===== src/rtl/sprite_mover.sv =====
// sprite_mover: per-frame sprite position controller.
// Samples a {up,down,left,right} pad on every frame_tick and moves a registered
// {x,y} position. A held direction moves at STEP_SLOW first and switches to
// STEP_FAST after ACCEL_TICKS ticks. The position is clamped to the playfield.
// When SPRITE_MOVER_WRAP_EN is defined, the playfield wraps around instead.
// A load strobe respawns the sprite at {load_x,load_y}.
// Screen convention: up decreases y, left decreases x.

module sprite_mover #(
  parameter int COORD_W     = 10,
  parameter int START_X     = 263,
  parameter int START_Y     = 170,
  parameter int X_MIN       = 0,
  parameter int X_MAX       = 629,
  parameter int Y_MIN       = 0,
  parameter int Y_MAX       = 469,
  parameter int STEP_SLOW   = 5,
  parameter int STEP_FAST   = 10,
  parameter int ACCEL_TICKS = 8
) (
  input  logic                   clk,
  input  logic                   rst_n,
  input  logic                   frame_tick,
  input  logic [3:0]             dir,
  input  logic                   load,
  input  logic [COORD_W-1:0]     load_x,
  input  logic [COORD_W-1:0]     load_y,
  output logic [2*COORD_W-1:0]   position,
  output logic                   moving,
  output logic                   fast,
  output logic [3:0]             edge_hit
);

  // Coordinate arithmetic uses two extra bits. This leaves room for coord+step
  // and coord+span, so the bound comparisons never overflow or underflow.
  localparam int EW    = COORD_W + 2;
  localparam int CNT_W = $clog2(ACCEL_TICKS + 1);

  localparam logic [1:0] S_IDLE = 2'd0;
  localparam logic [1:0] S_SLOW = 2'd1;
  localparam logic [1:0] S_FAST = 2'd2;

  localparam logic [EW-1:0] L_X_MIN = EW'(X_MIN);
  localparam logic [EW-1:0] L_X_MAX = EW'(X_MAX);
  localparam logic [EW-1:0] L_Y_MIN = EW'(Y_MIN);
  localparam logic [EW-1:0] L_Y_MAX = EW'(Y_MAX);

  // Bit positions inside the {up,down,left,right} vectors.
  localparam int B_UP    = 3;
  localparam int B_DOWN  = 2;
  localparam int B_LEFT  = 1;
  localparam int B_RIGHT = 0;

  logic [1:0]         r_state;
  logic [CNT_W-1:0]   r_cnt;
  logic [3:0]         r_prev;
  logic [COORD_W-1:0] r_x;
  logic [COORD_W-1:0] r_y;
  logic [3:0]         r_edge;

  logic [3:0]         w_eff;
  logic [1:0]         w_state_nxt;
  logic [CNT_W-1:0]   w_cnt_nxt;
  logic               w_move;
  logic [EW-1:0]      w_step;
  logic [COORD_W-1:0] w_x_nxt;
  logic [COORD_W-1:0] w_y_nxt;
  logic [3:0]         w_edge_nxt;

  // Moves one axis by step in the requested direction. It returns the new
  // coordinate and flags which side hit the playfield boundary.
  function automatic void f_axis(
    input  logic [EW-1:0]      coord,
    input  logic               dec,
    input  logic               inc,
    input  logic [EW-1:0]      step,
    input  logic [EW-1:0]      lo,
    input  logic [EW-1:0]      hi,
    output logic [COORD_W-1:0] new_coord,
    output logic               hit_dec,
    output logic               hit_inc
  );
`ifdef SPRITE_MOVER_WRAP_EN
    logic [EW-1:0] span;
    span = hi - lo + EW'(1);
`endif
    new_coord = coord[COORD_W-1:0];
    hit_dec   = 1'b0;
    hit_inc   = 1'b0;
    if (dec) begin
      if (coord < lo + step) begin
`ifdef SPRITE_MOVER_WRAP_EN
        new_coord = COORD_W'(coord + span - step);
`else
        new_coord = COORD_W'(lo);
`endif
        hit_dec = 1'b1;
      end else begin
        new_coord = COORD_W'(coord - step);
      end
    end else if (inc) begin
      if (coord + step > hi) begin
`ifdef SPRITE_MOVER_WRAP_EN
        new_coord = COORD_W'(coord + step - span);
`else
        new_coord = COORD_W'(hi);
`endif
        hit_inc = 1'b1;
      end else begin
        new_coord = COORD_W'(coord + step);
      end
    end
  endfunction

  // Effective direction: pressing both keys of an axis cancels that axis.
  always_comb begin
    w_eff[B_UP]    = dir[B_UP]    & ~dir[B_DOWN];
    w_eff[B_DOWN]  = dir[B_DOWN]  & ~dir[B_UP];
    w_eff[B_LEFT]  = dir[B_LEFT]  & ~dir[B_RIGHT];
    w_eff[B_RIGHT] = dir[B_RIGHT] & ~dir[B_LEFT];
  end

  // Acceleration FSM. It decides the next state, the hold counter, and
  // whether this tick moves.
  always_comb begin
    // NOTE: every combinational output is given a default first so that no
    // path leaves it unassigned, which would otherwise infer a latch.
    w_state_nxt = r_state;
    w_cnt_nxt   = r_cnt;
    w_move      = 1'b0;
    if (w_eff == 4'b0000) begin
      w_state_nxt = S_IDLE;
      w_cnt_nxt   = '0;
    end else if (r_state == S_IDLE || w_eff != r_prev) begin
      w_state_nxt = S_SLOW;
      w_cnt_nxt   = CNT_W'(1);
      w_move      = 1'b1;
    end else begin
      w_move = 1'b1;
      case (r_state)
        S_SLOW: begin
          if (r_cnt < CNT_W'(ACCEL_TICKS)) begin
            w_cnt_nxt = r_cnt + CNT_W'(1);
          end else begin
            w_state_nxt = S_FAST;
          end
        end
        S_FAST:  w_state_nxt = S_FAST;
        default: begin
          // Unreachable encoding: restart the ramp cleanly.
          w_state_nxt = S_SLOW;
          w_cnt_nxt   = CNT_W'(1);
        end
      endcase
    end
  end

  // The step size follows the state being entered, so the tick that switches
  // to FAST already moves at the fast rate.
  always_comb begin
    w_step = (w_state_nxt == S_FAST) ? EW'(STEP_FAST) : EW'(STEP_SLOW);
  end

  // Next position and boundary flags for both axes.
  always_comb begin
    w_x_nxt    = r_x;
    w_y_nxt    = r_y;
    w_edge_nxt = 4'b0000;
    f_axis(EW'(r_x), w_move & w_eff[B_LEFT], w_move & w_eff[B_RIGHT],
           w_step, L_X_MIN, L_X_MAX,
           w_x_nxt, w_edge_nxt[B_LEFT], w_edge_nxt[B_RIGHT]);
    f_axis(EW'(r_y), w_move & w_eff[B_UP], w_move & w_eff[B_DOWN],
           w_step, L_Y_MIN, L_Y_MAX,
           w_y_nxt, w_edge_nxt[B_UP], w_edge_nxt[B_DOWN]);
  end

  // State register. Priority: reset, then respawn load, then frame tick.
  always_ff @(posedge clk) begin
    // NOTE: sequential state uses non-blocking assignments so every register
    // samples pre-edge values, independent of statement order.
    if (!rst_n) begin
      r_state <= S_IDLE;
      r_cnt   <= '0;
      r_prev  <= 4'b0000;
      r_x     <= COORD_W'(START_X);
      r_y     <= COORD_W'(START_Y);
      r_edge  <= 4'b0000;
    end else if (load) begin
      r_state <= S_IDLE;
      r_cnt   <= '0;
      r_prev  <= 4'b0000;
      r_x     <= load_x;
      r_y     <= load_y;
      r_edge  <= 4'b0000;
    end else if (frame_tick) begin
      r_state <= w_state_nxt;
      r_cnt   <= w_cnt_nxt;
      r_prev  <= w_eff;
      r_x     <= w_x_nxt;
      r_y     <= w_y_nxt;
      r_edge  <= w_edge_nxt;
    end
  end

  // Outputs come straight from registers or from decoded state bits.
  always_comb begin
    position = {r_x, r_y};
    moving   = (r_state == S_SLOW) || (r_state == S_FAST);
    fast     = (r_state == S_FAST);
    edge_hit = r_edge;
  end

endmodule


===== config.mk =====
export PLATFORM = sky130hd
export DESIGN_NAME = sprite_mover
export DESIGN_NICKNAME = d
export VERILOG_FILES = /design/src/rtl/sprite_mover.sv
export SDC_FILE = /design/constraint.sdc
export NUM_CORES = 1
export LEC_CHECK = 0
export ABC_AREA = 0
export CORE_ASPECT_RATIO = 0.8
export CORE_UTILIZATION = 54
export DETAILED_ROUTE_END_ITERATION = 6
export PLACE_DENSITY = 0.81
export SLEW_MARGIN = 5
export SYNTH_ARGS = -nofsm -noshare
export SYNTH_HDL_FRONTEND = slang
export SYNTH_SLANG_ARGS = --single-unit

===== constraint.sdc =====
create_clock -name clk -period 6 [get_ports clk]
set_clock_uncertainty 0.2 [all_clocks]
set_input_delay 1.2 -clock clk [delete_from_list [all_inputs] [get_ports clk]]
set_output_delay 1.2 -clock clk [all_outputs]
set_load 0.02 [all_outputs]

# After elaboration in Yosys (flattened, before gate mapping)
# Index checks and enable logic that the tools add are counted.
# op_classes
n_addsub	5
n_mux	32
eq_ne	6
multipliers	0
n_reduce_logical	11
bitwise_logic	13
div_mod_pow	0
shifts	0
order_cmp	5
# op_table
cell	n
10-bit two-way mux	12
10-bit by 4-bit adder with 11-bit output	2
10-bit by 4-bit < comparator with 1-bit output	2
10-bit by 4-bit subtractor with 10-bit output	2
4-bit two-way mux	4
12-bit by 10-bit > comparator with 1-bit output, second input constant	1
12-bit by 9-bit > comparator with 1-bit output, second input constant	1
1-bit two-way mux	11
1-bit bitwise AND	8
4-bit case mux with 2 select lines	1
2-bit two-way mux	3
3-bit nonzero test	2
1-bit inverter	5
4-bit by 1-bit adder with 4-bit output, second input constant	1
2-bit equality test, second input constant	2
4-bit logical NOT	1
4-bit < comparator, second input constant	1
4-bit != test	1
4-bit != test, second input constant	1
2-bit case mux with 2 select lines	1
2-bit AND reduction	2
3-bit by 1-bit != test with 1-bit output, second input constant	1
3-bit AND reduction	1
2-bit by 1-bit equality test with 1-bit output, second input constant	1
other kinds (4)	5
# totals
latch_bits	0
out_inout_bits	26
mem_count	0
inputBits	28
ramBits	0
romBits	0
regBits	34

# Longest topological paths before layout
# depth
depth_word	15
mapped_depth	17

# Least setup slack after synthesis
# No wires, ideal clock.
# synth_timing
path_kind	input to register
startpoint	input dir[2]
endpoint	register r_y[5]
t_arrival_ns	4.684
setup_slack_ns	0.997
setup_time_ns	0.119
path_buffers	0
stages	15
required_ns	5.681
cell_sequence	inv_1 > ha_1 > xor2_1 > nor3_1 > nand3_1 > or3_1 > ha_1 > fa_1 > a211o_1 > and2_1 > xnor2_1 > o21ai_1 > a2111oi_4 > nor2_1 > o221a_2
# synth_between
elab_chain_len	15
elab_cells_between_ends	25
classes_between	add/sub (2); order compare (2); eq/ne (2); mux (10); bitwise (5); reduce/logical (4)
# synth_lines
element	line_no	source
start, declared	24	input logic [3:0] dir,
1-bit inverter (*)	117	w_eff[B_UP] = dir[B_UP] & ~dir[B_DOWN];
1-bit bitwise AND (*)	117	
via w_eff[3]	61	logic [3:0] w_eff;
4-bit != test	134	end else if (r_state == S_IDLE || w_eff != r_prev) begin
1-bit logical OR	134	
2-bit two-way mux	134	
2-bit two-way mux	131	if (w_eff == 4'b0000) begin
2-bit equality test	161	w_step = (w_state_nxt == S_FAST) ? EW'(STEP_FAST) : EW'(STEP_SLOW);
4-bit two-way mux	161	
10-bit by 4-bit adder with 11-bit output	110	new_coord = COORD_W'(coord + step);
12-bit by 9-bit > comparator with 1-bit output	102	if (coord + step > hi) begin
10-bit two-way mux	102	
10-bit two-way mux	101	end else if (inc) begin
10-bit two-way mux	90	if (dec) begin
10-bit two-way mux	195	end else if (frame_tick) begin
10-bit two-way mux	188	end else if (load) begin
end signal, assigned	186	r_y <= COORD_W'(START_Y);
end signal, assigned	193	r_y <= load_y;
end signal, assigned	200	r_y <= w_y_nxt;
end, declared	58	logic [COORD_W-1:0] r_y;
# Mark *: on every way through the listed nets, which the timed path passes. The rest lies on a longest branch. The select of a mux whose other input is x is not followed.
# A chain may end at the register's enable or synchronous reset.

# Worst setup path in the final report
# layout_timing
startpoint	input dir[3]
endpoint	register r_edge[2] (netlist: edge_hit[2])
# layout_between
elab_chain_len	13
elab_cells_between_ends	18
classes_between	add/sub (1); order compare (1); eq/ne (2); mux (7); bitwise (5); reduce/logical (2)
# layout_lines
element	line_no	source
1-bit inverter (*)	118	w_eff[B_DOWN] = dir[B_DOWN] & ~dir[B_UP];
1-bit bitwise AND (*)	118	
via w_eff[2]	61	
4-bit != test	134	
1-bit logical OR	134	
2-bit two-way mux	134	
2-bit two-way mux	131	
2-bit equality test	161	
4-bit two-way mux	161	
10-bit by 4-bit adder with 11-bit output	-	
12-bit by 9-bit > comparator with 1-bit output	102	
1-bit two-way mux	102	
1-bit two-way mux	101	
1-bit two-way mux (*)	90	
end signal, assigned	201	r_edge <= w_edge_nxt;
end, declared	59	logic [3:0] r_edge;
# Mark *: on every way through the listed nets, which the timed path passes. The rest lies on a longest branch.

==> metrics.md <==
| Metric | Value |
|---|---|
| Pin count of the biggest net entering global routing | `25` |
| Initial antenna violation count | `0` |
| Initial Utilization | `a little under three fifths` |
| Die area | `roughly 0.0063 sq mm` |
| Final std cells w/o fill | `roughly 550` |
| Yosys warning count | `0` |
| Setup crit end kind | `flip-flop` |
| Yosys cell types | `66` |
| Fraction of layout cells with a size suffix above 1 | `under 10%` |
| Max-slew headroom | `~50%` |
| Grt ovf | `0` |
| Ports | `54` |
| Worst setup path class | `in2reg` |
| Pwr/cell area | `205 mW/mm^2` |
| GP Congestion | `between 0.9 and 1` |
| Fillcell total | `roughly 480` |
| Post-route ant nets | `0` |
| Number of global-route vias before repair | `3,102` |
| TritonCTS clock tree | `done` |
| Root Buffer | `clkbuf_8` |
| Fin Setup TNS | `0 ps` |
| Row cnt | `24` |
| GR met3 Demand/Resource | `~6%` |
| Syn_area_per_cell | `approximately 7.7 sq um` |
| Post-Place Setup Slack | `approximately 380 ps` |
| Drt wl/cell | `roughly 18 microns` |
| Core area | `between 0.005 and 0.006 sq mm` |
| CTS Buffer Depth | `2` |
| Required @ worst endpoint | `around 6000 ps` |
| Leading area contributor after synthesis | `dfxtp_1` |
| # diodes | `0` |
| # Max-Cap Violations | `0` |
| Worst Path Arrival | `~5400 ps` |
| Min Tclk post-route | `around 5400 ps` |
| Number of DRC markers in iteration 0 | `~340` |
| CP Launch Type | `primary input` |
| Worst-margin pin slew | `between 700 and 800 ps` |
| Number of synthesized flops with an enable pin | `0` |
| Post-route DRC | `0` |
| Num CTS Buffers | `5` |
| Hold-fix buffers, CTS | `0` |
| Post-synth ARST share | `0%` |
| Met2 Use GR | `between 40% and 50%` |
| Final setup margin | `597 ps` |
| Worst min-delay path class | `reg2reg` |
| Net count after synthesis | `about 470` |
| P_leak | `between 0.0015 and 0.002 uW` |
| Placed cell count | `538` |
| Synth top cells by count | `nor2_1 (40), nand2_1 (37), a21oi_1 (34), dfxtp_1 (34)` |
| Fmax achieved | `between 150 and 200 MHz` |
| Final net count | `between 500 and 600` |
| Routed WL | `a little under 10,000 microns` |
| Mapped Cells | `418` |
| First-pass detailed-route iteration total | `5` |
| Clock sinks | `34` |
| Seq/Total Area, Yosys | `a little over a fifth` |
| Post-DP HPWL | `7130 microns` |
| Port bufs | `53` |
| Most instantiated library cell after synthesis | `nor2_1` |
| Power Total | `approximately 800 uW` |
| Post-synth top flop | `dfxtp_1` |
| H-tree depth reported by CTS | `2` |
| Unrepaired setup endpoints after global routing | `no` |
| Vias per inst | `slightly above 6` |
| GRT busiest layer | `met1` |
| Met1 Use GR | `roughly 47%` |
| Fin crit share | `between 90% and 100%` |
| Resized Gates After CTS | `0` |
| Synth top area cells | `dfxtp_1 (21%), ha_1 (9.4%), a21oi_1 (5.3%)` |
| Cell Area, Synth | `0.00321 sq mm` |
| Post-layout util | `between 70% and 80%` |
| Top-area cell type share of the netlist area | `around a fifth` |
| Worst-Skew Late Latency | `about 290 ps` |
| Crit Path Max Fanout | `5` |
| Number of synthesized register bits | `34` |
| Setup bufs post-CTS | `0` |
| Outcome | `complete, no violations` |
| All-Layer GR Usage | `between 30% and 40%` |
| Worst IR Drop VDD | `approximately 0.12 mV` |
| DR vias | `around 3,400` |
| Final-report setup violation count | `0` |
| First-pass GRT wire length | `about 15,000 microns` |
| Area Overhead vs Synth | `23.4%` |
| Clock-pin slew on the worst setup and hold paths | `80 ps` |
| Die H | `71.0 microns` |
| Slew Limit Fails | `0` |
| Width of the die | `88.2 microns` |
| Final Hold Vio Count | `0` |
-- critical path, stage by stage --
cell	delay, ps
clkdlybuf4s50_1	480
inv_1	50
ha_1	240
xor2_1	170
nor3_1	280
nand3_1	180
or3_1	490
ha_1	240
fa_1	400
a211o_1	320
and2_1	170
xnor2_1	190
o21ai_1	140
a2111oi_4	410
o21ai_1	250
o21ai_0	200
-- cells in the final DEF (no fill, tap or decap), drive strengths merged, types with 11 or more instances in the layout --
| cell | count |
|---|---|
| a21oi | 34 |
| o21ai | 27 |
| nand3 | 18 |
| ha | 24 |
| buf | 11 |
| nor2 | 41 |
| inv | 21 |
| nand2 | 37 |
| clkdlybuf4s50 | 53 |
| xor2 | 12 |
| dfxtp | 34 |
-- state kept, by name, summed over array words and instances, names as in the netlist --
register and cells:
r_y 10, r_prev 4, edge_hit 4, r_x 10, r_state 2, r_cnt 4
-- layer usage --
| metal | vias up | part of all wire [%] |
|---|---|---|
| met4 | 0 | 1.3 |
| li1 | 1618 | - |
| met3 | 16 | 8.6 |
| met5 | - | 0 |
| met2 | 161 | 43 |
| met1 | 1579 | 47 |
-- logic make-up after synthesis --
| kind of cell | count (synthesis) | synth area share [%] |
|---|---|---|
| flip-flops | 34 | 21.2 |
| XOR/XNOR | 22 | 6.00 |
| AO/OA/AOI/OAI | 129 | 28.1 |
| multiplexers | 11 | 3.47 |
| buffers and inverters | 43 | 5.49 |
| adder cells (fa/ha/maj) | 28 | 11.8 |
| AND/OR/NAND/NOR | 151 | 23.9 |
-- metrics by stage --
step / hold WS (ps) / instance area, sq um
3_3_place_gp: 246 / 3820
6_report: 270 / 3960
2_1_floorplan: 257 / 3210
4_1_cts: 270 / 3960
5_1_grt: 287 / 3960
3_5_place_dp: 255 / 3820
-- final timing paths --
kind	from	end	slack (ps)	cells after the start
min reg2reg	edge_hit[3]$_SDFFE_PP0P_	edge_hit[3]$_SDFFE_PP0P_	270	2
max reg2reg	r_state[0]$_SDFFE_PP0P_	edge_hit[2]$_SDFFE_PP0P_	1890	14
min	edge_hit[3]$_SDFFE_PP0P_	edge_hit[3]$_SDFFE_PP0P_	270	2
max	dir[3]	edge_hit[2]$_SDFFE_PP0P_	600	16
-- power by group --
part,internal (uW),total [uW],switching (uW)
Clock,167,264,97.1
Sequential,239,270,30.3
Combinational,126,279,153
Total,532,812,280
-- layout make-up --
class / instances / area (sq um) / share of cell area (%)
clock buffer: 5 / 68.8 / 1.74
multi-input combinational: 341 / 2350 / 59.4
clock inverter: 3 / 68.8 / 1.74
sequential: 34 / 681 / 17.2
inverter: 21 / 78.8 / 1.99
timing repair buffer: 64 / 613 / 15.5
tap: 78 / 97.6 / 2.46
(Power assumes the default switching activity.)
